$ cat config.mk
export PLATFORM = sky130hd
export DESIGN_NAME = hazard_ctrl_unit
export DESIGN_NICKNAME = d
export VERILOG_FILES = /design/src/rtl/hazard_ctrl_unit.sv
export SDC_FILE = /design/constraint.sdc
export NUM_CORES = 1
export LEC_CHECK = 0
export CORE_AREA = 2 2 39 41
export DETAILED_ROUTE_END_ITERATION = 8
export DIE_AREA = 0 0 41 43
export PLACE_DENSITY_LB_ADDON = 0.08
export SYNTH_ARGS = -nofsm -noshare
export SYNTH_HDL_FRONTEND = slang
export SYNTH_SLANG_ARGS = --single-unit
$ cat constraint.sdc
create_clock -name CLK -period 1.2 [get_ports CLK]
set_input_delay 0.18 -clock CLK [delete_from_list [all_inputs] [get_ports CLK]]
set_output_delay 0.18 -clock CLK [all_outputs]
set_load 0.05 [all_outputs]
$ cat src/rtl/hazard_ctrl_unit.sv
// hazard_ctrl_unit: load-use stall and branch-mispredict flush control for an in-order pipeline.
//
// Ports:
//   CLK, RST            clock (rising edge) and asynchronous active-high reset
//   MEMREAD_ID_EX       ID/EX instruction is a load
//   ARD_ID_EX           ID/EX destination register
//   ARS1_IF_ID/ARS2_IF_ID  IF/ID source registers; USES_RS2_IF_ID qualifies rs2
//   BEQ_WRONG_PRED      branch resolved as mispredicted this cycle
//   STALL, MUX_SEL, PCWRITE, PC_REDIRECT, FLUSH  pipeline control outputs
//   STALL_CNT, FLUSH_CNT  saturating performance counters (only with HAZARD_PERF_CNT_EN)
//
// Optional feature: define HAZARD_PERF_CNT_EN to add the performance counters.
// Legal ranges: LOAD_LAT 1..7, FLUSH_CYC 1..3.
module hazard_ctrl_unit #(
    parameter int unsigned AW        = 5,
    parameter int unsigned LOAD_LAT  = 1,
    parameter int unsigned FLUSH_CYC = 1,
    parameter int unsigned CNT_W     = 16
) (
    input  logic          CLK,
    input  logic          RST,
    input  logic          MEMREAD_ID_EX,
    input  logic [AW-1:0] ARD_ID_EX,
    input  logic [AW-1:0] ARS1_IF_ID,
    input  logic [AW-1:0] ARS2_IF_ID,
    input  logic          USES_RS2_IF_ID,
    input  logic          BEQ_WRONG_PRED,
    output logic          STALL,
    output logic          MUX_SEL,
    output logic          PCWRITE,
    output logic          PC_REDIRECT,
`ifdef HAZARD_PERF_CNT_EN
    output logic          FLUSH,
    output logic [CNT_W-1:0] STALL_CNT,
    output logic [CNT_W-1:0] FLUSH_CNT
`else
    output logic          FLUSH
`endif
);

    typedef enum logic [1:0] {StRun, StLdStall, StFlush} state_e;

    state_e     state_q, state_d;
    logic [2:0] cnt_q, cnt_d;
    logic       hz;

    // Register 0 is hardwired zero, so it never creates a dependency.
    assign hz = MEMREAD_ID_EX && (ARD_ID_EX != '0) &&
                ((ARD_ID_EX == ARS1_IF_ID) || (USES_RS2_IF_ID && (ARD_ID_EX == ARS2_IF_ID)));

    always_ff @(posedge CLK or posedge RST) begin
        if (RST) begin
            state_q <= StRun;
            cnt_q   <= 3'd0;
        end else begin
            state_q <= state_d;
            cnt_q   <= cnt_d;
        end
    end

    always_comb begin
        state_d = state_q;
        cnt_d   = cnt_q;
        if (BEQ_WRONG_PRED) begin
            // Mispredict wins over everything, including an in-flight load stall.
            if (FLUSH_CYC > 1) begin
                state_d = StFlush;
                cnt_d   = 3'(FLUSH_CYC - 1);
            end else begin
                state_d = StRun;
                cnt_d   = 3'd0;
            end
        end else begin
            unique case (state_q)
                StRun: begin
                    if (hz && (LOAD_LAT > 1)) begin
                        state_d = StLdStall;
                        cnt_d   = 3'(LOAD_LAT - 1);
                    end
                end
                StLdStall, StFlush: begin
                    if (cnt_q <= 3'd1) begin
                        state_d = StRun;
                        cnt_d   = 3'd0;
                    end else begin
                        cnt_d = cnt_q - 3'd1;
                    end
                end
                default: begin
                    state_d = StRun;
                    cnt_d   = 3'd0;
                end
            endcase
        end
    end

    always_comb begin
        STALL       = 1'b0;
        MUX_SEL     = 1'b0;
        PCWRITE     = 1'b1;
        PC_REDIRECT = 1'b0;
        FLUSH       = 1'b0;
        if (!RST) begin
            if (BEQ_WRONG_PRED) begin
                FLUSH       = 1'b1;
                PC_REDIRECT = 1'b1;
                MUX_SEL     = 1'b1;
            end else begin
                unique case (state_q)
                    StRun: begin
                        if (hz) begin
                            STALL   = 1'b1;
                            MUX_SEL = 1'b1;
                            PCWRITE = 1'b0;
                        end
                    end
                    StLdStall: begin
                        STALL   = 1'b1;
                        MUX_SEL = 1'b1;
                        PCWRITE = 1'b0;
                    end
                    StFlush: begin
                        FLUSH   = 1'b1;
                        MUX_SEL = 1'b1;
                    end
                    default: ;
                endcase
            end
        end
    end

`ifdef HAZARD_PERF_CNT_EN
    // Saturate at all-ones rather than wrap.
    always_ff @(posedge CLK or posedge RST) begin
        if (RST) begin
            STALL_CNT <= '0;
            FLUSH_CNT <= '0;
        end else begin
            if (STALL && (STALL_CNT != '1)) STALL_CNT <= STALL_CNT + 1'b1;
            if (FLUSH && (FLUSH_CNT != '1)) FLUSH_CNT <= FLUSH_CNT + 1'b1;
        end
    end
`endif

endmodule
==> run summary, run 1 <==
Crit Path Max Fanout -> 2
synth unique cells -> 12
CLK BUF -> 0
Hold Startpoint -> ARD_ID_EX[0]
failing checks -> setup timing
Non-Filler Instances -> 68
vias in the first global route -> 265
Reg area -> 0 µm²
Slew HR -> 85.1%
Hold Crit Class -> in2out
initial antenna violation count -> 0
Avg Cell Area, Syn -> 7.68 µm²
final setup margin -> -0.395 ns
Hold Path Depth -> 4
yosys warns -> 0
die area -> 0.00176 mm²
RSZ-0062 raised after global routing -> yes
startpoint class of the critical path -> input port
Setup Buffers After CTS -> 0
DRC viols -> 0
Tot Pwr -> 0.205 mW
register area share after synthesis -> 0%
Die Ht -> 43 µm
Avg WL per Cell -> 10.1 µm
CP endpoint kind -> primary output
largest net degree at the start of global routing -> 4
Final Max Tran Viols -> 0
number of sequential cells -> 0
post-synthesis compound-gate area fraction -> 12.6%
commonest non-fill, non-tap cells in the layout -> buf_6 (9), dlygate4sd2_1 (7), xor2_1 (6)
row cnt -> 14
top cells by area, synth -> xor2_1 (47%), nor2b_1 (7.4%), nor4_2 (7.4%), nor3_1 (5.9%), a32oi_1 (5.2%)
Data required, critical path -> 1.02 ns
Fin. Hold Viols -> 0
# IOs -> 25
status -> complete, but fails checks
Slew @ Worst Pin -> 0.223 ns
fill count -> 141
Post-DRT Antenna Nets -> 0
hold endpoint -> PCWRITE
layout cell share with drive strength beyond 1 -> 63.5%
# diodes -> 0
initial DRC count -> 1
Fmax -> 627 MHz
Area growth syn-to-layout -> 264%
Pwr Density -> 333 mW/mm²
Mapped Cells -> 22
Synth Cell Area -> 169 µm²
DR vias/cell -> 3.93
count of final setup violators -> 3
Simple-Gate Fraction of Synth Area -> 31.1%
Multi-input gate area -> 239 µm²
Leak Pwr -> 0.276 nW
period utilization -> 133%
adder-cell area share of the yosys netlist -> 0%
Post-Syn Nets -> 42
Initial Utilization -> 12.2%
Layout Nets -> 74
gpl congestion -> 0.641
Die X -> 41 µm
DP Cell Count -> 68
1st-pass router iterations -> 2
via count -> 267
arrival time at the worst endpoint -> 1.42 ns
Final min period -> 1.60 ns
VDD IR max -> 120 µV
largest family of logic cells by synthesized area -> XOR/XNOR gates
final wirelength -> 686 µm
Core ar. -> 0.00138 mm²
I/O Buffers -> 24
GRT Residual Overflow -> 0
Crit Path Category -> in2out
slowest CP cell -> or3_4
xor and xnor area share after synthesis -> 51.9%
top-area cell type share of the netlist area -> 46.7%
multiplexer area fraction after synthesis -> 0%
crit-path max cell delay -> 0.40 ns
commonest non-fill, non-tap cell in the layout -> buf_6
crit-path cells -> buf_6 -> xor2_2 -> nor4_2 -> a32oi_1 -> or3_4 -> buf_12
first-pass GRT wire length -> 1.14 mm
Max-Cap Viols -> 0
GRT Util Overall -> 8.81%
Synth area leader -> xor2_1
[kinds of logic (layout without fill, tap and decap cells)]
family / Yosys count / after routing
buf+inv: 1 / 31
xor+xnor: 10 / 10
simple gates: 8 / 8
compound gates: 3 / 3
[worst max path at each step]
stage	startpoint	to	slack (ns)	cells after the start
5_1_grt	ARS2_IF_ID[3]	PCWRITE	-0.44	6
3_3_place_gp	ARD_ID_EX[0]	PCWRITE	-0.77	6
6_report	ARS2_IF_ID[3]	PCWRITE	-0.40	6
3_5_place_dp	ARD_ID_EX[3]	PCWRITE	-0.81	6
2_1_floorplan	ARD_ID_EX[3]	MUX_SEL	-0.28	4
4_1_cts	ARS2_IF_ID[2]	PCWRITE	-0.42	6
[synth_stat cells, drive strengths merged]
cell type and instances:
xor2 9, nor2b 2, nor3 2, a32oi 1, buf 1, nor2 1
nor4 1, o21ai 1, o21bai 1, or3 1, or4 1, xnor2 1
[worst max-delay path, delay by kind of cell]
family                 cells  cell delay, ns
XOR/XNOR                   1            0.16
AO/OA/AOI/OAI              1            0.16
AND/OR/NAND/NOR            2            0.67
buffers and inverters      2            0.26
[where the power goes]
| group | total, mW | internal (mW) | switching (mW) |
|---|---|---|---|
| Combinational | 0.205 | 0.120 | 0.0850 |
| Sequential | 0 | 0 | 0 |
| Clock | 0 | 0 | 0 |
[layer usage]
layer / wire length [µm] / vias up / GRT usage [%]
met2: 400 / 12 / 16.3
met5: 0 / - / 0
met3: 47 / 0 / 0
li1: - / 134 / -
met1: 238 / 121 / 11.5
met4: 0 / 0 / 0
[per-stage QoR]
step                util [%]  worst slack, ns  instance area [µm²]  hold slack [ns]  TNS (ns)
floorplan                  -           -0.281                  191            0.424    -0.808
global placement        39.5           -0.774                  547             1.12     -2.42
detailed placement      39.5           -0.811                  547             1.12     -2.58
CTS                     42.0           -0.421                  581            0.864     -1.08
global route            44.5           -0.439                  616            0.892     -1.19
finish                  44.5           -0.395                  616            0.851     -1.05
[repair_timing]
action	4_1_cts	5_1_grt
pin swaps	15	6
endpoints found under the hold margin	0	0
resized for setup	56	12
hold buffers	0	0
setup endpoints to repair	5	3
[cell type report]
cell class / count / area share (%)
tap: 16 / 3.25
multi-input combinational: 21 / 38.8
timing repair buffer: 31 / 57.9
(Power assumes the default switching activity.)
==> inputs of run 2 (changes only) <==
--- a/config.mk
+++ b/config.mk
@@ -8,6 +8,7 @@
 export CORE_AREA = 2 2 39 41
 export DETAILED_ROUTE_END_ITERATION = 8
 export DIE_AREA = 0 0 41 43
+export GPL_TIMING_DRIVEN = 0
 export PLACE_DENSITY_LB_ADDON = 0.08
 export SYNTH_ARGS = -nofsm -noshare
 export SYNTH_HDL_FRONTEND = slang
==> run 2 against run 1 <==
Net effect: the flow still finishes with violations (setup timing); sequential cell count unchanged; maximum frequency decreased by 3.7%; combinational power is 19% lower; worst hold slack worse by 0.012 ns; critical endpoint unchanged; highest routed layer unchanged.
==> run summary, run 2 (synthesis gave the netlist of run 1 again) <==
CLK BUF -> 0 (unchanged)
# IOs -> 25 (unchanged)
die area -> 0.00176 mm² (unchanged)
initial antenna violation count -> 0 (unchanged)
GRT Util Overall -> 6.81% (-2.0 points)
detailed placer's ending HPWL -> 514 µm
period utilization -> 138% (+5.1 points)
startpoint class of the critical path -> input port
Tot Pwr -> 0.166 mW (-19%)
Final Max Tran Viols -> 0 (unchanged)
Crit Path Max Fanout -> 3 (+1)
Pwr Density -> 330 mW/mm² (-1.1%)
Reg area -> 0 µm² (unchanged)
VDD IR max -> 86.5 µV (-28%)
Layout Nets -> 70 (-5.4%)
Die Ht -> 43 µm (unchanged)
Die X -> 41 µm (unchanged)
commonest non-fill, non-tap cells in the layout -> dlygate4sd2_1 (8), xor2_1 (7), buf_6 (6)
Comb power frac -> 100.0% (about the same)
Max-Cap Viols -> 0 (unchanged)
layout cell share with drive strength beyond 1 -> 56.3% (-7.2 points)
status -> complete, but fails checks
met3 usage -> 0% (unchanged)
final setup margin -> -0.456 ns (-0.0614 ns)
RSZ-0062 raised after global routing -> yes
1st-pass router iterations -> 1 (-1)
row cnt -> 14 (unchanged)
Switching Share -> 47.2% (+5.8 points)
Fin. Hold Viols -> 0 (unchanged)
vias in the first global route -> 248 (-6.4%)
Post-DRT Antenna Nets -> 0 (unchanged)
largest net degree at the start of global routing -> 4 (unchanged)
# diodes -> 0 (unchanged)
Fin Setup TNS -> -1.15 ns (-0.106 ns)
Switch Pwr -> 0.0785 mW (-7.7%)
first-pass GRT wire length -> 890 µm (-22%)
Hold Crit Class -> in2out
Final min period -> 1.66 ns (+0.0614 ns)
Fmax -> 604 MHz (-3.7%)
via count -> 249 (-6.7%)
Non-Filler Instances -> 64 (-5.9%)
clock power share -> 0% (unchanged)
Area growth syn-to-layout -> 199%
gpl congestion -> 0.675 (+5.3%)
Hold Startpoint -> BEQ_WRONG_PRED
GR Layer Usage met2 -> 14.1% (-2.2 points)
DR vias/cell -> 3.89 (-0.91%)
Post-CTS Hold Buffers -> 0 (unchanged)
sequential power share -> 0% (unchanged)
Crit Path Category -> in2out
DP Cell Count -> 62 (-8.8%)
Avg WL per Cell -> 8.48 µm (-16%)
count of final setup violators -> 3 (unchanged)
Global Route met1 Usage -> 7.35% (-4.1 points)
Data required, critical path -> 1.02 ns (about the same)
CP endpoint kind -> primary output
Slew @ Worst Pin -> 0.257 ns (+0.0343 ns)
final wirelength -> 543 µm (-21%)
Leak Pwr -> 0.221 nW (-20%)
Top Usage Layer GRT -> met2
GRT Residual Overflow -> 0 (unchanged)
Pint -> 0.0878 mW (-27%)
initial DRC count -> 0 (-1)
Initial Utilization -> 12.2% (unchanged)
failing checks -> setup timing
Core ar. -> 0.00138 mm² (unchanged)
commonest non-fill, non-tap cell in the layout -> dlygate4sd2_1
arrival time at the worst endpoint -> 1.48 ns (+0.06 ns)
Slew HR -> 82.7% (-2.4 points)
DRC viols -> 0 (unchanged)
Worst Setup SP -> ARS2_IF_ID[3]
number of sequential cells -> 0 (unchanged)
I/O Buffers -> 24 (unchanged)
[run 2: layout make-up]
type / count / area, µm²
Fill cell: 148 / 880
Multi-Input combinational cell: 21 / 239
Timing Repair Buffer: 26 / 238
Tap cell: 16 / 20.0
Buffer: 1 / 7.51
[run 2: worst max-delay path, cell delays in order]
cell and delay, ns:
buf_6 0.09, xor2_1 0.15, nor4_2 0.31, a32oi_2 0.17, or3_4 0.41, buf_8 0.16
[run 2: final timing paths]
| check | end | slack [ns] | cells past startpoint |
|---|---|---|---|
| max | PCWRITE | -0.46 | 6 |
| min | STALL | 0.84 | 3 |
[run 2: per-stage QoR]
step	util, %	setup slack [ns]	area, µm²	hold slack, ns
2_1_floorplan	-	-0.281	191	0.424
3_3_place_gp	32.6	-1.49	452	1.60
3_5_place_dp	32.6	-1.50	452	1.61
4_1_cts	36.2	-0.483	500	0.845
5_1_grt	36.4	-0.529	504	0.869
6_report	36.4	-0.456	504	0.840
[run 2: power groups by stage]
stage	Combinational [mW]	Sequential [mW]	Clock, mW
2_1_floorplan	0.0666	0	0
3_3_place_gp	0.155	0	0
3_5_place_dp	0.157	0	0
4_1_cts	0.167	0	0
5_1_grt	0.180	0	0
6_report	0.166	0	0
[run 2: per-layer routing]
layer | share of wire, % | vias to the layer above
li1 | - | 129
met1 | 34 | 108
met2 | 56 | 12
met3 | 9.4 | 0
met4 | 0 | 0
met5 | 0 | -
[run 2: what timing repair did]
item	in CTS	in global routing
setup endpoints to repair	5	3
pin swaps	14	1
resized for setup	90	1
hold endpoints to repair	0	0
setup buffers	2	0
==> inputs of run 3 (changes only) <==
==> constraint.sdc (replaced) <==
create_clock -name CLK -period 1.2 [get_ports CLK]
set_input_delay 0.36 -clock CLK [delete_from_list [all_inputs] [get_ports CLK]]
set_output_delay 0.36 -clock CLK [all_outputs]
set_load 0.05 [all_outputs]
==> run 3 against run 2 <==
Net effect: the run still ends with setup timing left; design area increased by 5.0%; final cell count increased by 1.6%; clock-buffer cell count unchanged; worst hold slack improved by 0.14 ns; die area unchanged; via count increased by 2.0%; setup slack got worse by 0.32 ns; first-iteration DRC count unchanged; sequential cell count unchanged; non-clock buffer count increased by 1; critical path type unchanged.
==> run summary, run 3 (synthesis gave the netlist of run 1 again) <==
Fin Setup TNS -> -2.22 ns (-1.06 ns)
Leak Pwr -> 0.228 nW (+3.3%)
CLK BUF -> 0 (unchanged)
VDD IR max -> 92.4 µV (+6.9%)
Area growth syn-to-layout -> 213%
Final Max Tran Viols -> 0 (unchanged)
final setup margin -> -0.780 ns (-0.323 ns)
CP endpoint kind -> primary output
GRT Residual Overflow -> 0 (unchanged)
1st-pass router iterations -> 1 (unchanged)
detailed placer's ending HPWL -> 513 µm (-0.18%)
startpoint class of the critical path -> input port
Data required, critical path -> 0.84 ns (-0.18 ns)
crit-path max cell delay -> 0.47 ns (+0.06 ns)
crit-path cells -> clkdlybuf4s50_1 -> xnor2_1 -> a32oi_2 -> or3_4 -> buf_8
Buf/Inv on CP -> 2 (unchanged)
Slew @ Worst Pin -> 0.255 ns (-0.00274 ns)
final wirelength -> 569 µm (+4.8%)
RSZ-0062 raised after global routing -> yes
Slew HR -> 82.9% (+0.18 points)
Max-Cap Viols -> 0 (unchanged)
Reg area -> 0 µm² (unchanged)
Final min period -> 1.98 ns (+0.323 ns)
first-pass GRT wire length -> 897 µm (+0.79%)
number of sequential cells -> 0 (unchanged)
gpl congestion -> 0.622 (-7.8%)
Post-CTS Hold Buffers -> 0 (unchanged)
Crit Path Max Fanout -> 3 (unchanged)
vias in the first global route -> 231 (-6.9%)
slowest CP cell -> clkdlybuf4s50_1
Hold Startpoint -> BEQ_WRONG_PRED
largest net degree at the start of global routing -> 4 (unchanged)
status -> complete, but fails checks
# diodes -> 0 (unchanged)
Crit Path Category -> in2out
DR vias/cell -> 3.91 (+0.44%)
Final Cell Area -> 529 µm² (+5.0%)
Layout Nets -> 71 (+1.4%)
I/O Buffers -> 24 (unchanged)
Worst Setup SP -> ARS2_IF_ID[1]
arrival time at the worst endpoint -> 1.62 ns (+0.14 ns)
fill count -> 147 (-0.68%)
row cnt -> 14 (unchanged)
DRC viols -> 0 (unchanged)
count of final setup violators -> 3 (unchanged)
Die X -> 41 µm (unchanged)
Pwr Density -> 335 mW/mm² (+1.5%)
dpl cell area -> 460 µm² (+1.9%)
Initial Utilization -> 12.2% (unchanged)
initial DRC count -> 0 (unchanged)
Fin. Hold Viols -> 0 (unchanged)
Avg WL per Cell -> 8.75 µm (+3.2%)
Die Ht -> 43 µm (unchanged)
period utilization -> 165% (+27 points)
failing checks -> setup timing
# IOs -> 25 (unchanged)
commonest non-fill, non-tap cells in the layout -> xor2_1 (7), buf_6 (7), dlygate4sd2_1 (5)
initial antenna violation count -> 0 (unchanged)
Hold Crit Class -> in2out
Post-DRT Antenna Nets -> 0 (unchanged)
Core ar. -> 0.00138 mm² (unchanged)
Fmax -> 505 MHz (-16%)
die area -> 0.00176 mm² (unchanged)
cell family with most CP delay -> buffers and inverters
layout cell share with drive strength beyond 1 -> 61.2% (+5.0 points)
GRT Util Overall -> 6.92% (+0.11 points)
final hold slack -> 0.975 ns (+0.136 ns)
via count -> 254 (+2.0%)
## run 3: metrics by stage
stage	instances	setup WS, ns	total power, mW	utilization, %
final	65	-0.780	0.177	38.2
after detailed placement	62	-1.86	0.160	33.3
after floorplan	22	-0.641	0.0694	-
after global routing	65	-0.876	0.191	38.2
after CTS	64	-0.804	0.172	36.8
after global placement	62	-1.85	0.158	33.3
## run 3: final timing paths
check             endpoint  cells after the start
setup / recovery   PCWRITE                      5
hold / removal       STALL                      3
## run 3: layout make-up
| type | instances | area, µm² | area share [%] |
|---|---|---|---|
| multi-input cells | 21 | 241 | 45.6 |
| repair buffers | 27 | 256 | 48.5 |
| plain buffers | 1 | 11.3 | 2.13 |
| well taps | 16 | 20.0 | 3.78 |
## run 3: what timing repair did
item	4_1_cts	5_1_grt
pin swaps	10	1
cloned	0	0
resized for setup	95	3
buffers inserted	2	1
endpoints found under the setup margin	5	4
## run 3: worst min-delay path, delay by kind of cell
| family | cells | cell delay [ns] |
|---|---|---|
| buffers and inverters | 2 | 0.22 |
| and+or+nand+nor | 1 | 0.04 |
## run 3: per-layer routing
| layer | GRT usage [%] | part of all wire, % |
|---|---|---|
| met5 | 0 | 0 |
| met3 | 0 | 11 |
| met4 | 0 | 0 |
| met1 | 10.6 | 39 |
| met2 | 11.3 | 50 |
## run 3: where the power goes
group / switching [mW] / internal, mW
clock: 0 / 0
combinational: 0.0803 / 0.0968
sequential: 0 / 0
total: 0.0803 / 0.0968
